$ cat src/rtl/control_sequencer.sv
// Fetch/decode/execute sequencer for the 16-bit accumulator machine.
// Holds PC, IR, MBR and AC, drives main memory, and feeds the downstream ALU.
module control_sequencer #(
    parameter logic [11:0] PC_RESET       = 12'h000,
    parameter int          MEM_ADDR_WIDTH = 16
) (
    input  logic                      clock,
    input  logic                      reset_n,
    input  logic                      run,
    output logic [MEM_ADDR_WIDTH-1:0] mem_addr,
    output logic [15:0]               mem_wdata,
    output logic                      mem_we,
    input  logic [15:0]               mem_rdata,
    output logic [3:0]                alu_op,
    output logic [15:0]               alu_a,
    output logic [15:0]               alu_b,
    input  logic [15:0]               alu_result,
    output logic [11:0]               pc,
    output logic [15:0]               ac,
    output logic [15:0]               ir,
    output logic                      halted,
    output logic                      retire,
    output logic                      illegal
);

    typedef enum logic [2:0] {
        S_FETCH,
        S_FWAIT,
        S_DECODE,
        S_OWAIT,
        S_EXEC,
        S_HALTED
    } state_t;

    localparam logic [3:0] OP_NOP   = 4'h0;
    localparam logic [3:0] OP_LOAD  = 4'h1;
    localparam logic [3:0] OP_STORE = 4'h2;
    localparam logic [3:0] OP_ADD   = 4'h3;
    localparam logic [3:0] OP_SUB   = 4'h4;
    localparam logic [3:0] OP_AND   = 4'h5;
    localparam logic [3:0] OP_OR    = 4'h6;
    localparam logic [3:0] OP_JUMP  = 4'h7;
    localparam logic [3:0] OP_SKIP  = 4'h8;
    localparam logic [3:0] OP_HALT  = 4'hF;

    state_t      state, state_next;
    logic [15:0] mbr;
    logic [11:0] pc_next;
    logic [15:0] ir_next, mbr_next, ac_next;
    logic        halted_next;
    logic [3:0]  opcode;
    logic        is_mem_read;
    logic        is_undef;
    logic        skip_true;

    assign opcode      = ir[15:12];
    assign is_mem_read = (opcode == OP_LOAD) || (opcode == OP_ADD) || (opcode == OP_SUB)
                      || (opcode == OP_AND)  || (opcode == OP_OR);
    assign is_undef    = (opcode >= 4'hA) && (opcode <= 4'hE);

    // AC is compared as a signed value; condition 11 never skips.
    always_comb begin
        skip_true = 1'b0;
        case (ir[11:10])
            2'b00:   skip_true = ac[15];
            2'b01:   skip_true = (ac == 16'h0000);
            2'b10:   skip_true = !ac[15] && (ac != 16'h0000);
            default: skip_true = 1'b0;
        endcase
    end

    always_ff @(posedge clock or negedge reset_n) begin
        if (!reset_n) begin
            state  <= S_FETCH;
            pc     <= PC_RESET;
            ir     <= 16'h0000;
            mbr    <= 16'h0000;
            ac     <= 16'h0000;
            halted <= 1'b0;
        end else begin
            state  <= state_next;
            pc     <= pc_next;
            ir     <= ir_next;
            mbr    <= mbr_next;
            ac     <= ac_next;
            halted <= halted_next;
        end
    end

    always_comb begin
        state_next  = state;
        pc_next     = pc;
        ir_next     = ir;
        mbr_next    = mbr;
        ac_next     = ac;
        halted_next = halted;
        mem_addr    = MEM_ADDR_WIDTH'(pc);
        mem_we      = 1'b0;
        alu_op      = 4'b0000;
        retire      = 1'b0;
        illegal     = 1'b0;

        case (state)
            S_FETCH: begin
                if (run) state_next = S_FWAIT;
            end
            S_FWAIT: begin
                ir_next    = mem_rdata;
                pc_next    = pc + 12'd1;
                state_next = S_DECODE;
            end
            S_DECODE: begin
                state_next = S_FETCH;
                retire     = !is_mem_read;
                illegal    = is_undef;
                if (is_mem_read) begin
                    mem_addr   = MEM_ADDR_WIDTH'(ir[11:0]);
                    state_next = S_OWAIT;
                end else begin
                    case (opcode)
                        OP_JUMP:  pc_next = ir[11:0];
                        OP_SKIP:  if (skip_true) pc_next = pc + 12'd1;
                        OP_STORE: begin
                            mem_addr = MEM_ADDR_WIDTH'(ir[11:0]);
                            mem_we   = 1'b1;
                        end
                        OP_HALT: begin
                            halted_next = 1'b1;
                            state_next  = S_HALTED;
                        end
                        default: ;
                    endcase
                end
            end
            S_OWAIT: begin
                mbr_next   = mem_rdata;
                state_next = S_EXEC;
            end
            S_EXEC: begin
                retire     = 1'b1;
                state_next = S_FETCH;
                case (opcode)
                    OP_SUB:  alu_op = 4'b0001;
                    OP_AND:  alu_op = 4'b1000;
                    OP_OR:   alu_op = 4'b1001;
                    default: alu_op = 4'b0000;
                endcase
                ac_next = (opcode == OP_LOAD) ? mbr : alu_result;
            end
            S_HALTED: state_next = S_HALTED;
            default:  state_next = S_FETCH;
        endcase
    end

    assign mem_wdata = ac;
    assign alu_a     = ac;
    assign alu_b     = mbr;

    // OP_NOP is covered by the default decode path; named for readability only.
    logic unused_nop;
    assign unused_nop = (opcode == OP_NOP);

endmodule

$ cat config.mk
export PLATFORM = sky130hd
export DESIGN_NAME = control_sequencer
export DESIGN_NICKNAME = d
export VERILOG_FILES = /design/src/rtl/control_sequencer.sv
export SDC_FILE = /design/constraint.sdc
export NUM_CORES = 1
export LEC_CHECK = 0
export CAP_MARGIN = 20
export CORE_UTILIZATION = 30
export CTS_BUF_LIST = sky130_fd_sc_hd__clkbuf_8
export DETAILED_ROUTE_END_ITERATION = 8
export GPL_TIMING_DRIVEN = 1
export PLACE_DENSITY_LB_ADDON = 0.15
export SYNTH_ARGS = -nofsm -noshare
export SYNTH_HDL_FRONTEND = slang
export SYNTH_SLANG_ARGS = --single-unit
$ cat constraint.sdc
create_clock -name clock -period 6.8 [get_ports clock]
set_input_delay 2.04 -clock clock [delete_from_list [all_inputs] [get_ports clock]]
set_output_delay 2.04 -clock clock [all_outputs]
set_load 0.01 [all_outputs]
==> flow_summary_export.csv <==
group,metric,value,unit
final_layout,final_nets,480,
clock_network,clk_path_buf_depth,2,
grt,grt_start_max_net_pins,65,
floorplanning,start_util,0.311,
synth,ys_seq_area_frac,0.446,
routing,drcViolationCount,14,
power,pwr-share-comb,0.546,
synth,synth_flop_cell,"dfrtp_1",
min_path,hold-path-endpoint,"halted$_DFFE_PN0P_",
clock_network,htree_levels,3,
routing,first_iter_violations,94,
outcome,violations,"design-rule violations",
floorplanning,die_x,111,um
outcome,status,"finished with violations",
worst_setup_path,worst-r2r-cell-count,5,
synth,async_flop_share,1.00,
synth,synth-simple-area-share,0.125,
clock_network,clock-sinks,64,
power,power.switching,1020,uW
synth,synthCells,335,
grt,track_usage,0.162,
synth,ys_warn_count,0,
floorplanning,core,0.0116,mm^2
clock_network,cts_inserted_buffers,9,
timing,period_share,0.680,
worst_setup_path,end_kind,"primary output",
placement,gp_congestion,0.758,
clock_network,clockRootBuffer,"clkbuf_8",
worst_setup_path,path_buf_inv,2,
timing,hold_viol_final,0,
final_layout,instances_no_fill,592,
timing,min_period,4620,ps
final_layout,drive_gt1_frac,0.183,
synth,synth-edff-count,0,
power,peakVddDrop,221,uV
clock_network,insertion_delay,340,ps
placement,port_buffers,144,
worst_setup_path,criticalPathCategory,"flop to primary output",
grt,grt_first_pass_wirelength,15500,um
routing,first_pass_iters,7,
worst_setup_path,crit_required,4760,ps
clock_network,cts_tree,"done",
worst_setup_path,r2r_slack,4260,ps
worst_setup_path,critPathLaunchType,"flop",
min_path,holdPathStages,1,
power,p_sw_frac,0.381,
worst_setup_path,r2r-end,"pc[1]$_DFFE_PN0P_",
timing,slew_headroom,0.441,
final_layout,final_cell_mix,"143 x clkdlybuf4s50_1, 64 x dfrtp_1, 42 x mux2_2",
routing,drtAntennaViolNets,0,
final_layout,final_common_cell,"clkdlybuf4s50_1",
synth,synth_compound_area_frac,0.114,
synth,synth_xor_area_frac,0.00488,
synth,synth_seq_cells,64,
clock_network,hold_buffers,0,
worst_setup_path,worstPathCellList,"and3_1, nor3_1, a21oi_1, buf_4, mux2_2, clkdlybuf4s50_1",
timing,skew,13.9,ps
min_path,hp-class,"flop to flop",
synth,syn_area,0.00359,mm^2
grt,grt_antenna_before_repair,0,
synth,synthDistinctLibCells,50,
power,leakage,0.00200,uW
worst_setup_path,critPathArrivalTime,2580,ps
min_path,min_from,"halted$_DFFE_PN0P_",
worst_setup_path,crit_family,"buffers and inverters",
worst_setup_path,slowest_delay,530,ps
timing,rsz0062_at_grt,"no",
power,power_density,522,mW/mm^2
placement,hpwl,7280,um
clock_network,clkTransAtPathRegs,70,ps
final_layout,area_delta_synth_final,42.5,%
routing,vias,2855,
power,p_int,1650,uW
final_layout,num_antenna_cells,0,
timing,setup-tns-final,0,ps
routing,drt_wl_total,9860,um
worst_setup_path,crit_slowest_cell,"clkdlybuf4s50_1",
final_layout,nFillCells,1115,
timing,drv_slew,0,
placement,dpl.cell_count,575,
power,p_seq_frac,0.313,
power,pwr-share-clk,0.141,
synth,post-synth-top-area-cell,"dfrtp_1",
synth,synthMuxAreaShare,0.190,
flow_run,drv_cap,0,
timing,worst_pin_slew,838,ps
routing,wl_per_cell,16.7,um
routing,vias_per_cell,4.82,
floorplanning,rows,39,
clock_network,cts_setup_buffers,0,
synth,synthAdderAreaFrac,0.00348,
grt,grt_pass1_vias,2764,
synth,syn_area_per_cell,10.7,um^2
floorplanning,die-area,0.0124,mm^2
grt,grt_remaining_overflow,0,
synth,synth.area.top_cells,"dfrtp_1 45%, mux2_2 13%, buf_4 8.2%",
floorplanning,fp.dieH,111,um
timing,fmax,216,MHz
clock_network,cts_resized,0,
worst_setup_path,reg2reg_from,"ir[12]$_DFFE_PN0N_",
synth,synth_top_family_by_area,"multiplexers",
worst_setup_path,crit_fanout,13,
synth,yosys.area.top_type_share,0.446,
timing,setup_viol,0,
floorplanning,top_level_ports,151,
per-stage QoR:
step	hold WS [ps]	util	area (um^2)	total power, uW	setup slack [ps]
after CTS	473	0.441	5100	2710	2000
after global routing	520	0.443	5120	2850	1980
after global placement	454	0.421	4870	2300	2440
after detailed placement	455	0.421	4870	2320	2390
final	463	0.443	5120	2670	2180
after floorplan	504	-	3610	1630	2970
area by class of cell:
class | count | area [um^2] | share of cell area
sequential | 64 | 1600 | 0.313
multi-input combinational | 214 | 1600 | 0.313
timing repair buffer | 149 | 1480 | 0.289
tap | 143 | 179 | 0.0350
clock buffer | 10 | 138 | 0.0269
clock inverter | 6 | 92.6 | 0.0181
inverter | 6 | 25.0 | 0.00489
power by group through the flow:
stage                     Sequential, uW  Clock, uW  Combinational [uW]
final                                837        376                1460
after global routing                 883        407                1560
after CTS                            847        391                1470
after detailed placement             852          0                1460
after global placement               843          0                1460
after floorplan                      834          0                 795
registers in the layout (all words and copies together), names as in the netlist:
register and count:
pc 12, alu_b 16, ac 16, ir 16
state 3, halted 1
worst max-delay path by stage:
stage	end	startpoint	cells past startpoint
5_1_grt	mem_addr[7]	ir[14]$_DFFE_PN0N_	6
4_1_cts	alu_op[3]	state[0]$_DFFE_PN0P_	5
3_3_place_gp	alu_op[3]	state[2]$_DFFE_PN0P_	4
3_5_place_dp	alu_op[3]	state[0]$_DFFE_PN0P_	5
6_report	mem_addr[9]	ir[13]$_DFFE_PN0N_	6
2_1_floorplan	mem_addr[10]	state[1]$_DFFE_PN0P_	6
cells in the mapped netlist (3+ instances only):
cell	count
buf_4	39
buf_2	7
nor3_2	3
inv_1	5
a2bb2oi_1	8
mux2_2	42
nand3_1	6
nand4_1	3
a21oi_1	18
o22ai_1	4
clkbuf_1	5
mux2i_1	18
nor4_1	5
nor2_1	36
o21ai_0	12
buf_6	3
nor3_1	6
nand2_1	11
dfrtp_1	64
logic make-up after synthesis:
| logic type | after synthesis |
|---|---|
| fa+ha+maj | 1 |
| buf+inv | 62 |
| mux | 62 |
| simple gates | 86 |
| compound gates | 57 |
| flops | 64 |
| other cells | 1 |
| xor+xnor | 2 |
per-layer routing:
metal | up-vias | global-route usage | share of wire
li1 | 1368 | - | -
met3 | 6 | 0.0446 | 0.047
met5 | - | 0 | 0
met1 | 1396 | 0.214 | 0.45
met4 | 0 | 0.0477 | 0.013
met2 | 85 | 0.258 | 0.49
worst reg2reg max path: stages, from the launching register on:
cell and delay (ps):
dfrtp_1 480, or4b_4 640, a311oi_4 500, inv_4 120, nor2_4 350, mux2_4 330
No activity file was read; power rests on OpenSTA's default activity.
